<file path="src/rtl/prog_loader_if.sv">
// rtl/prog_loader_if.sv - host byte-stream handshake between host and program loader
interface prog_loader_if;
  logic [7:0] byte_in;
  logic       byte_valid;
  logic       byte_ready;

  modport master (output byte_in, output byte_valid, input byte_ready);
  modport slave  (input byte_in, input byte_valid, output byte_ready);
endinterface

</file>
<file path="src/rtl/prog_loader.sv">
// rtl/prog_loader.sv - streams a counted little-endian word image from a host into program memory
module prog_loader #(
  parameter int ADDR_W    = 10,
  parameter int MAX_WORDS = 256
) (
  input  logic              clk,
  input  logic              rst,
  input  logic              start,
  input  logic              abort,
  prog_loader_if.slave      host,
  output logic              WRITE_INSTRUCTION,
  output logic [31:0]       INS,
  output logic [ADDR_W-1:0] ADDR,
  output logic              INS_MEM_RST,
  output logic              cpu_hold,
  output logic              busy,
  output logic              done,
  output logic              err
);

  typedef enum logic [2:0] {
    IDLE, CLEAR, HDR_LO, HDR_HI, DATA, WRITE, DONE, ERR
  } state_t;

  localparam logic [10:0] MAX_W = 11'(MAX_WORDS);

  state_t            state_q, state_d;
  logic [9:0]        count_q, count_d;
  logic [10:0]       widx_q, widx_d;
  logic [1:0]        bidx_q, bidx_d;
  logic [23:0]       word_q, word_d;
  logic [31:0]       ins_q, ins_d;
  logic [ADDR_W-1:0] addr_q, addr_d;
  logic              ready;
  logic              xfer;
  logic [9:0]        hdr_count;
  logic [10:0]       widx_next;

  assign ready           = (state_q == HDR_LO) || (state_q == HDR_HI) || (state_q == DATA);
  assign host.byte_ready = ready;
  assign xfer            = host.byte_valid && ready;
  assign hdr_count       = {host.byte_in[1:0], count_q[7:0]};
  assign widx_next       = widx_q + 11'd1;
  assign INS             = ins_q;
  assign ADDR            = addr_q;

  always_ff @(posedge clk) begin
    if (!rst) begin
      state_q <= IDLE;
      count_q <= '0;
      widx_q  <= '0;
      bidx_q  <= '0;
      word_q  <= '0;
      ins_q   <= '0;
      addr_q  <= '0;
    end else begin
      state_q <= state_d;
      count_q <= count_d;
      widx_q  <= widx_d;
      bidx_q  <= bidx_d;
      word_q  <= word_d;
      ins_q   <= ins_d;
      addr_q  <= addr_d;
    end
  end

  always_comb begin
    state_d           = state_q;
    count_d           = count_q;
    widx_d            = widx_q;
    bidx_d            = bidx_q;
    word_d            = word_q;
    ins_d             = ins_q;
    addr_d            = addr_q;
    WRITE_INSTRUCTION = 1'b0;
    INS_MEM_RST       = 1'b0;
    busy              = 1'b0;
    done              = 1'b0;
    err               = 1'b0;
    cpu_hold          = 1'b1;

    case (state_q)
      IDLE: begin
        if (start) state_d = CLEAR;
      end
      CLEAR: begin
        INS_MEM_RST = 1'b1;
        busy        = 1'b1;
        state_d     = HDR_LO;
      end
      HDR_LO: begin
        busy = 1'b1;
        if (xfer) begin
          count_d[7:0] = host.byte_in;
          state_d      = HDR_HI;
        end
      end
      HDR_HI: begin
        busy = 1'b1;
        if (xfer) begin
          count_d[9:8] = host.byte_in[1:0];
          widx_d       = '0;
          bidx_d       = '0;
          if (hdr_count == 10'd0)              state_d = DONE;
          else if ({1'b0, hdr_count} > MAX_W)  state_d = ERR;
          else                                 state_d = DATA;
        end
      end
      DATA: begin
        busy = 1'b1;
        if (xfer) begin
          bidx_d = bidx_q + 2'd1;
          case (bidx_q)
            2'd0: word_d[7:0]   = host.byte_in;
            2'd1: word_d[15:8]  = host.byte_in;
            2'd2: word_d[23:16] = host.byte_in;
            default: begin
              // Output registers load here so INS/ADDR are stable for the whole WRITE cycle.
              ins_d   = {host.byte_in, word_q};
              addr_d  = ADDR_W'(widx_q);
              state_d = WRITE;
            end
          endcase
        end
      end
      WRITE: begin
        busy              = 1'b1;
        WRITE_INSTRUCTION = 1'b1;
        widx_d            = widx_next;
        state_d           = (widx_next == {1'b0, count_q}) ? DONE : DATA;
      end
      DONE: begin
        done     = 1'b1;
        cpu_hold = 1'b0;
        if (start) state_d = CLEAR;
      end
      ERR: begin
        err = 1'b1;
        if (start) state_d = CLEAR;
      end
      default: state_d = IDLE;
    endcase

    // Abort only cancels an active load; the WRITE strobe of this cycle has already been issued.
    if (abort && busy) state_d = ERR;
  end

endmodule
</file>
<file path="src/flat_wrapper.sv">
// flat-port wrapper written by rule: the top's interface ports become plain ports
module prog_loader_flat 
#(
  parameter int ADDR_W    = 10,
  parameter int MAX_WORDS = 256
)
  (clk, rst, start, abort, WRITE_INSTRUCTION, INS, ADDR, INS_MEM_RST, cpu_hold, busy, done, err, host_byte_in, host_byte_valid, host_byte_ready);
  prog_loader_if host_i ();
  input  logic clk;
  input  logic rst;
  input  logic start;
  input  logic abort;
  output logic WRITE_INSTRUCTION;
  output logic [31:0] INS;
  output logic [ADDR_W-1:0] ADDR;
  output logic INS_MEM_RST;
  output logic cpu_hold;
  output logic busy;
  output logic done;
  output logic err;
  input wire logic [$bits(host_i.byte_in)-1:0] host_byte_in;
  input wire logic [$bits(host_i.byte_valid)-1:0] host_byte_valid;
  output wire logic [$bits(host_i.byte_ready)-1:0] host_byte_ready;
  assign host_i.byte_in = host_byte_in;
  assign host_i.byte_valid = host_byte_valid;
  assign host_byte_ready = host_i.byte_ready;
  prog_loader #(.ADDR_W(ADDR_W), .MAX_WORDS(MAX_WORDS)) u_core (.clk(clk), .rst(rst), .start(start), .abort(abort), .host(host_i), .WRITE_INSTRUCTION(WRITE_INSTRUCTION), .INS(INS), .ADDR(ADDR), .INS_MEM_RST(INS_MEM_RST), .cpu_hold(cpu_hold), .busy(busy), .done(done), .err(err));
endmodule
</file>
<file path="config.mk">
export PLATFORM = sky130hd
export DESIGN_NAME = prog_loader_flat
export DESIGN_NICKNAME = d
export VERILOG_FILES = /design/src/rtl/prog_loader_if.sv /design/src/rtl/prog_loader.sv /design/src/flat_wrapper.sv
export SDC_FILE = /design/constraint.sdc
export NUM_CORES = 1
export LEC_CHECK = 0
export ABC_AREA = 1
export CORE_UTILIZATION = 48
export CTS_CLUSTER_SIZE = 20
export DETAILED_ROUTE_END_ITERATION = 10
export GPL_TIMING_DRIVEN = 0
export PLACE_DENSITY = 0.79
export SYNTH_ARGS = -nofsm -noshare
export SYNTH_HDL_FRONTEND = slang
export SYNTH_SLANG_ARGS = --single-unit
</file>
<file path="constraint.sdc">
create_clock -name clk -period 1.7 [get_ports clk]
set_clock_uncertainty 0.2 [all_clocks]
set_input_delay 0.255 -clock clk [delete_from_list [all_inputs] [get_ports clk]]
set_output_delay 0.255 -clock clk [all_outputs]
set_load 0.01 [all_outputs]
</file>
==> results of run 1 <==
-- layout by cell type, fill, tap and decap left out, types with 6 or more instances in the layout --
master            n
dfxtp_1          84
nand2_1          71
a21oi_1          58
inv_1            50
nor2_1           50
nand3_1          38
a21oi_2          35
dlymetal6s2s_1   31
nor2_4           26
o21ai_0          24
buf_4            17
clkdlybuf4s50_1  12
nand2_2          11
buf_8            11
dlygate4sd2_1    11
nor2_2           10
o21ai_2          10
o21ai_1           9
clkbuf_8          9
buf_6             8
clkbuf_16         8
clkbuf_1          6
-- stage by stage --
step	power (mW)	instances
floorplan	3.06	543
global placement	3.38	706
detailed placement	3.42	706
CTS	5.06	733
global route	5.88	757
finish	5.70	757
-- what timing repair did --
item | CTS | global route
pin swaps | 6 | 34
gates cloned | 0 | 10
buffers inserted | 11 | 14
resized for setup | 76 | 237
endpoints found under the setup margin | 92 | 118
-- power breakdown --
group          total [mW]  internal, mW  switching (mW)
combinational        1.71         0.731           0.979
clock                1.55         0.695           0.852
sequential           2.44          2.30           0.146
-- worst paths after layout --
| path | endpoint | slack, ps | cells past startpoint |
|---|---|---|---|
| setup reg to reg | u_core.word_q[14] | -190 | 10 |
| hold / removal | u_core.INS[30] | 270 | 2 |
| setup / recovery | u_core.word_q[14] | -190 | 10 |
| hold reg to reg | u_core.INS[30] | 270 | 2 |
-- registers in the layout (all words and copies together), names as in the netlist --
signal	count
u_core.INS	32
u_core.word_q	24
u_core.widx_q	11
u_core.ADDR	10
u_core.count_q	10
u_core.state_q	3
u_core.bidx_q	2
-- worst max-delay path, cell delays in order (launching register included) --
cell and delay, ps:
dfxtp_4 390, nor2_4 160, nand2_2 110, nor2_4 110, buf_12 140, buf_8 140
buf_12 120, nand2_8 70, buf_8 150, o21ai_2 100, a21oi_1 70
-- per-layer routing --
layer  track usage, %  part of all wire [%]  wire length, um  vias up
met1             32.6                    37             5300     2089
met4             9.51                   5.8              847        2
li1                 -                     -                -     1996
met3             4.31                   9.4             1360      107
met2             42.1                    48             6980      314
met5                0                 0.090               13        -
-- cell families after synthesis --
logic type      Yosys count  share of synthesized area [%]
buf+inv                  79                           8.36
flops                    92                           47.5
simple gates            226                           24.1
xor+xnor                  1                          0.226
fa+ha+maj                 5                           1.61
compound gates          140                           18.2
-- cell type report --
cell class / count / share of cell area (%)
Multi-Input combinational cell: 374 / 38.1
Buffer: 25 / 4.19
Tap cell: 102 / 2.10
Inverter: 54 / 3.41
Timing Repair Buffer: 94 / 18.4
Sequential cell: 92 / 30.6
Clock inverter: 6 / 1.17
Clock buffer: 10 / 2.10
==> impl_metrics.ini, run 1 <==
[run_status]
status = finished, violations left
violations = setup timing

[yosys]
synth_common_cells = 93 x a21oi_1, 92 x dfxtp_1, 87 x nand2_1
ys_seq_area_share_pct = 47.5
synth_flop_cell = dfxtp_1
synth_fp_nets = 561
synth.area.top_cells = dfxtp_1 47%, a21oi_1 12%, nand2_1 8.4%, nor2_1 8.0%, nand3_1 5.6%
avgSynthCellArea_um2 = 7.14
synth_top_cell_by_area = dfxtp_1
syn_inst = 543
yosys_warnings = 0
synth_edf_count = 0
postSynth.asyncResetShare_pct = 0
synth_top_area_share_pct = 47.5
synth-seq-cells = 92
yosysUniqueCellTypes = 25
netlist_area_um2 = 3880
yosysMostFrequentCell = a21oi_1

[power_and_ir_drop]
irDropWorstVdd_uv = 976
power_leakage_nw = 2.77
powerDensity_nw_per_um2 = 936

[sta]
timing.hold.ws_ps = 274
period_share_pct = 111
finalWorstSetupSlack_ps = -186
worst_slew_pin_slew_ps = 657
rsz0062_at_grt = yes
setup_viol = 69
fmax_ghz = 0.530
hold_viol_final = 0
period_minus_slack_ps = 1890
setup_tns_ps = -4220
finalMaxSlewViolations = 0
relSlewSlack_pct = 56.2

[clock_tree]
clkTransAtPathRegs_ps = 100
hold_buffers = 0
cts_tree = done
htree_levels = 3
cts_buffers = 9
clock_tree.root_cell = clkbuf_8
clockBufferDepth = 2
worstSkewPairLatency_ps = 360
clock-sinks = 92

[finish]
nets = 668
fill_cells = 458
multiInputGateArea_um2 = 2320
ff_latch_area_um2 = 1860
area_growth_pct = 57.0
design_area_um2 = 6090
drive_gt1_share_pct = 30.4
fin_util_pct = 78.4
diodes = 0

[floorplanning]
die-area_um2 = 8440
dieWidth_um = 91.9
row_count = 32
die_h_um = 91.9
coreArea_um2 = 7770
initial_core_util_pct = 49.9
ios = 62

[global_route]
track_usage_pct = 25.2
antenna_found_initial = 1
grt_pass1_vias = 3704
grt_pass1_wl_um = 17100
overflow = 0
grt_start_max_net_pins = 17

[worst_hold_path]
holdCritStartpoint = u_core.INS[30]
hold_path_class = flop to flop

[route]
drcViolationCount = 0
vias = 4508
wirelength_um = 14500
drt_iter0_markers = 413
drt_pass1_iterations = 8
wl_per_cell_um = 19.2
drt-vias-per-instance = 5.96
antenna_left = 0

[setup_path]
cp_data_required_time_ps = 1760
endpoint_kind = flop
crit_start = u_core.state_q[0]
crit_fanout = 7
cp_data_arrival_time_ps = 1950
worstSetupPathType = flop to flop
start_kind = flop
r2r_start = u_core.state_q[0]

[placed_design]
dp.final_hpwl_um = 7220
portBuffers = 61
dp_slack_ps = -469
placed_area_um2 = 4620
gp_congestion = 0.905

[flow_run]
maxCapViolations = 0
(Power assumes the default switching activity.)
==> run 2, diff against run 1 <==
--- a/config.mk
+++ b/config.mk
@@ -6,10 +6,12 @@
 export NUM_CORES = 1
 export LEC_CHECK = 0
 export ABC_AREA = 1
+export CORE_MARGIN = 3
 export CORE_UTILIZATION = 48
 export CTS_CLUSTER_SIZE = 20
 export DETAILED_ROUTE_END_ITERATION = 10
 export GPL_TIMING_DRIVEN = 0
+export HOLD_SLACK_MARGIN = 0.05
 export PLACE_DENSITY = 0.79
 export SYNTH_ARGS = -nofsm -noshare
 export SYNTH_HDL_FRONTEND = slang
==> run 2 against run 1 <==
  * Total power down 1.7%
  * Flip-flop and latch count unchanged
  * Largest power group unchanged
  * Count of clock-buffer cells in the layout unchanged
  * Critical path type is now flop to output port
  * The flow still finishes with violations (setup timing)
==> impl_metrics.ini, run 2 (synthesis results as in run 1) <==
[run_status]
status = finished, violations left
violations = setup timing

[sta]
relSlewSlack_pct = 57.7
finalMaxSlewViolations = 0
setup_viol = 48
worst_slew_pin_slew_ps = 635
finalWorstSetupSlack_ps = -163
hold_viol_final = 0
period_minus_slack_ps = 1860
period_share_pct = 110
rsz0062_at_grt = yes
fmax_ghz = 0.537

[floorplanning]
die-area_um2 = 9190
die_h_um = 95.9
row_count = 32
initial_core_util_pct = 49.9
ios = 62
dieWidth_um = 95.9
coreArea_um2 = 7770

[finish]
diodes = 0
final_common_cell = dfxtp_1
final_cell_mix = 85 x dfxtp_1, 67 x nand2_1, 52 x nor2_1
area_growth_pct = 51.1
design_area_um2 = 5860
fin_util_pct = 75.4
nets = 663
fill_cells = 533
largest_register_ffs = 32
drive_gt1_share_pct = 30.3

[route]
drt_iter0_markers = 468
vias = 4360
wirelength_um = 13200
antenna_left = 0
drt_pass1_iterations = 9
wl_per_cell_um = 17.6
drt-vias-per-instance = 5.80
drcViolationCount = 0

[flow_run]
maxCapViolations = 0

[global_route]
grt_pass1_wl_um = 16700
overflow = 0
antenna_found_initial = 0
grt_start_max_net_pins = 17
track_usage_pct = 23.4
grt_pass1_vias = 3520

[power_and_ir_drop]
total_power_mw = 5.60
powerDensity_nw_per_um2 = 956
power_switching_mw = 1.85
internal_power_mw = 3.75
combPwrFrac_pct = 26.6
pwr-share-seq_pct = 43.5
clkPwrFrac_pct = 29.9
swShare_pct = 33.0
irDropWorstVdd_uv = 770
power_leakage_nw = 2.47

[setup_path]
cp_data_required_time_ps = 1240
crit_fanout = 4
cpMaxStageDelayCell = dfxtp_4
cp_data_arrival_time_ps = 1410
worstSetupPathType = flop to output port
cp_slowest_stage_delay_ps = 400
start_kind = flop
endpoint_kind = output port
path_cells = inv_4, buf_6, buf_4, o22ai_2, nor2_1, buf_2

[clock_tree]
htree_levels = 3
cts_buffers = 9
clockBufferDepth = 2
clkTransAtPathRegs_ps = 90
cts_tree = done
clock-sinks = 92
clock_tree.root_cell = clkbuf_8
worstSkewPairLatency_ps = 380
hold_buffers = 0

[placed_design]
dp.final_hpwl_um = 7320
gp_congestion = 0.935
placed_area_um2 = 4620
portBuffers = 61

[worst_hold_path]
hold_path_class = flop to flop
-- run 2: cell count changes in the layout (fill, tap and decap cells not counted), moves of 5 or more --
cell | before | now
o21ai_0 | 24 | 30
nor2_4 | 26 | 12
dlymetal6s2s_1 | 31 | 12
o21ai_1 | 9 | 4
nand2_4 | 4 | 16
dlygate4sd2_1 | 11 | 30
a21oi_1 | 58 | 51
a21oi_2 | 35 | 42
nor2_2 | 10 | 22
nand2_2 | 11 | 5
-- run 2: final timing paths --
| kind | from | endpoint | slack [ps] | cells after the start |
|---|---|---|---|---|
| setup / recovery | u_core.state_q[1] | INS_MEM_RST | -160 | 6 |
| hold / removal | u_core.word_q[21] | u_core.word_q[21] | 280 | 2 |
| setup reg to reg | u_core.state_q[1] | u_core.state_q[1] | -140 | 10 |
| hold reg to reg | u_core.word_q[21] | u_core.word_q[21] | 280 | 2 |
-- run 2: timing repair --
action / in CTS / in global routing
pin swaps: 9 / 28
endpoints found under the hold margin: 0 / 0
gates resized for setup: 101 / 195
cloned: 0 / 11
setup buffers: 12 / 8
endpoints found under the setup margin: 112 / 103
-- run 2: power by group through the flow --
| stage | combinational [mW] | sequential [mW] | clock [mW] |
|---|---|---|---|
| after floorplan | 0.658 | 2.40 | 0 |
| after global placement | 0.969 | 2.42 | 0 |
| after detailed placement | 0.994 | 2.42 | 0 |
| after CTS | 1.19 | 2.40 | 1.66 |
| after global routing | 1.59 | 2.45 | 1.76 |
| final | 1.49 | 2.44 | 1.67 |
-- run 2: final cells by class --
| type | count | area, um^2 | share of cell area (%) |
|---|---|---|---|
| clock buffer | 10 | 128 | 2.18 |
| sequential | 92 | 1860 | 31.8 |
| timing repair buffer | 90 | 927 | 15.8 |
| multi-input combinational | 374 | 2280 | 38.8 |
| inverter | 54 | 208 | 3.54 |
| clock inverter | 6 | 97.6 | 1.67 |
| tap | 102 | 128 | 2.18 |
| buffer | 24 | 233 | 3.97 |
-- run 2: critical path, delay by kind of cell, from the launching register on --
family / cells / cell delay [ps]
buffers and inverters: 4 / 420
flip-flops: 1 / 400
AO/OA/AOI/OAI: 1 / 170
AND/OR/NAND/NOR: 1 / 50
-- run 2: layer usage --
metal | global-route usage [%] | up-vias | share of wire, %
li1 | - | 1982 | -
met1 | 31.2 | 2061 | 39
met2 | 37.4 | 249 | 49
met3 | 4.30 | 68 | 8.5
met4 | 9.48 | 0 | 4.2
met5 | 0 | - | 0
-- run 2: stage by stage --
step           instances  hold slack (ps)  setup WS (ps)  setup TNS, ps
6_report             752              277           -163          -2470
5_1_grt              752              304           -234          -5720
3_5_place_dp         706              243           -455         -27650
3_3_place_gp         706              244           -403         -24680
2_1_floorplan        543              219           48.3              0
4_1_cts              734              258           -218          -1200
==> run 3, diff against run 2 <==
--- a/config.mk
+++ b/config.mk
@@ -6,13 +6,15 @@
 export NUM_CORES = 1
 export LEC_CHECK = 0
 export ABC_AREA = 1
+export CORE_ASPECT_RATIO = 0.6
 export CORE_MARGIN = 3
 export CORE_UTILIZATION = 48
 export CTS_CLUSTER_SIZE = 20
 export DETAILED_ROUTE_END_ITERATION = 10
 export GPL_TIMING_DRIVEN = 0
-export HOLD_SLACK_MARGIN = 0.05
+export HOLD_SLACK_MARGIN = 0.06
 export PLACE_DENSITY = 0.79
+export SKIP_LAST_GASP = 1
 export SYNTH_ARGS = -nofsm -noshare
 export SYNTH_HDL_FRONTEND = slang
 export SYNTH_SLANG_ARGS = --single-unit
==> run 3 against run 2 <==
  * The run still ends with setup timing left
  * Global-route usage is 1.6 points higher
  * Non-clock buffer count is 8 higher
  * Combinational power is 10% higher
  * Sequential share of layout area is 1.8 points lower
  * Utilization is 7.0 points higher
  * First-iteration DRC count is 9.8% lower
  * Wire length is 11% higher
  * Worst setup slack worse by 110 ps
  * Final cell count is 1.3% higher
  * Via count is 3.3% higher
  * Fmax is 5.3% lower
  * Count of clock-buffer cells in the layout is 1 higher
  * Critical path type is now flop to flop
  * Critical endpoint is now u_core.INS[2]
  * Largest cell class unchanged
==> impl_metrics.ini, run 3 (synthesis results as in run 1) <==
[route]
drcViolationCount = 0
route.met3.wl_um = 1530
wirelength_um = 14700
wl_per_cell_um = 19.3
vias = 4505
drt-vias-per-instance = 5.91
antenna_left = 0
met1_length_um = 5890
top_layer = met4
route.met2.wl_um = 6660
drt_pass1_iterations = 6
drt_iter0_markers = 422

[clock_tree]
worstSkewPairLatency_ps = 350
clock-sinks = 92
htree_levels = 3
cts_buffers = 9
clkTransAtPathRegs_ps = 70
hold_buffers = 0
cts_tree = done
clock_tree.root_cell = clkbuf_16
clockBufferDepth = 2

[floorplanning]
coreArea_um2 = 7540
die_h_um = 75.6
ios = 62
initial_core_util_pct = 51.4
dieWidth_um = 122
die-area_um2 = 9230
row_count = 24

[power_and_ir_drop]
clkPwrFrac_pct = 33.7
internal_power_mw = 4.16
total_power_mw = 6.15
swShare_pct = 32.3
powerDensity_nw_per_um2 = 990
combPwrFrac_pct = 26.7
pwr-share-seq_pct = 39.6
power_leakage_nw = 2.76
power_switching_mw = 1.99
irDropWorstVdd_uv = 688

[finish]
largest_register_ffs = 32
final_cell_mix = 85 x dfxtp_1, 66 x nand2_1, 56 x a21oi_1
nets = 671
instances_no_fill = 762
drive_gt1_share_pct = 31.3
final_common_cell = dfxtp_1
area_growth_pct = 60.1
diodes = 0

[run_status]
status = finished, violations left
violations = setup timing

[setup_path]
crit_fanout = 6
start_kind = flop
cp_data_arrival_time_ps = 2030
reg2reg_slack_ps = -270
worstSetupPathType = flop to flop
cp_data_required_time_ps = 1770
endpoint_kind = flop

[sta]
timing.hold.ws_ps = 262
finalWorstSetupSlack_ps = -268
rsz0062_at_grt = yes
fmax_ghz = 0.508
period_share_pct = 116
finalMaxSlewViolations = 0
hold_viol_final = 0
period_minus_slack_ps = 1970
setup_viol = 62
relSlewSlack_pct = 50.0
worst_slew_pin_slew_ps = 750

[global_route]
track_usage_pct = 25.0
grt_start_max_net_pins = 16
overflow = 0
grt_pass1_vias = 3529
grt_pass1_wl_um = 17700
antenna_found_initial = 0

[placed_design]
dp_slack_ps = -471
gp_congestion = 0.898
place_inst = 708
portBuffers = 61
dp.final_hpwl_um = 7820

[worst_hold_path]
hold_path_class = flop to flop

[flow_run]
maxCapViolations = 0
==> run 3: cell count changes in the layout (fill, tap and decap cells not counted), moves of 7 or more <==
cell             change
nor2_4              +13
clkbuf_8             -8
clkdlybuf4s50_1      +7
dlygate4sd2_1       -27
o21ai_1              +7
nor2_2               -8
dlymetal6s2s_1      +20
clkbuf_16            +9
==> run 3: layout make-up <==
| cell class | instances | area [um^2] |
|---|---|---|
| clock buffer | 11 | 243 |
| timing repair buffer | 98 | 1110 |
| inverter | 54 | 211 |
| multi-input combinational | 374 | 2360 |
| sequential | 92 | 1860 |
| buffer | 24 | 231 |
| tap | 104 | 130 |
| clock inverter | 5 | 61.3 |
| fill | 422 | 1330 |
==> run 3: final timing paths <==
| check | from | endpoint | cells after the start |
|---|---|---|---|
| worst max-delay path | u_core.state_q[1] | u_core.INS[2] | 9 |
| worst min-delay path | u_core.word_q[12] | u_core.word_q[12] | 2 |
| worst max register to register | u_core.state_q[1] | u_core.INS[2] | 9 |
| worst min register to register | u_core.word_q[12] | u_core.word_q[12] | 2 |
==> run 3: worst max-delay path, stage by stage, from the launching register on <==
cell	delay (ps)
dfxtp_4	370
nor2_4	180
nand2_4	90
nor2_4	210
buf_12	160
nand2_8	100
buf_8	170
nor2_1	150
a21oi_1	80
nor2_1	160
==> run 3: timing repair <==
| action | CTS | global route |
|---|---|---|
| setup buffers | 8 | 18 |
| setup endpoints to repair | 92 | 115 |
| pin swaps | 5 | 32 |
| cloned | 1 | 12 |
| endpoints found under the hold margin | 0 | 0 |
| resized for setup | 71 | 245 |
==> run 3: per-layer routing <==
| metal | GRT usage, % | vias to the layer above |
|---|---|---|
| met4 | 5.09 | 0 |
| li1 | - | 2001 |
| met1 | 36.2 | 2117 |
| met3 | 7.57 | 74 |
| met5 | 0 | - |
| met2 | 37.3 | 313 |
==> run 3: through the flow <==
| stage | utilization [%] | setup TNS, ps | area [um^2] |
|---|---|---|---|
| CTS | 67.5 | -1030 | 5090 |
| detailed placement | 61.3 | -28900 | 4620 |
| finish | 82.4 | -6260 | 6210 |
| global placement | 61.3 | -26890 | 4620 |
| floorplan | - | 0 | 3880 |
| global route | 82.4 | -10110 | 6210 |
==> run 3: power groups by stage <==
stage	sequential (mW)	combinational (mW)	clock (mW)
after floorplan	2.40	0.658	0
after global placement	2.42	0.988	0
after detailed placement	2.42	1.01	0
after CTS	2.40	1.16	2.04
after global routing	2.44	1.75	2.16
final	2.43	1.64	2.07
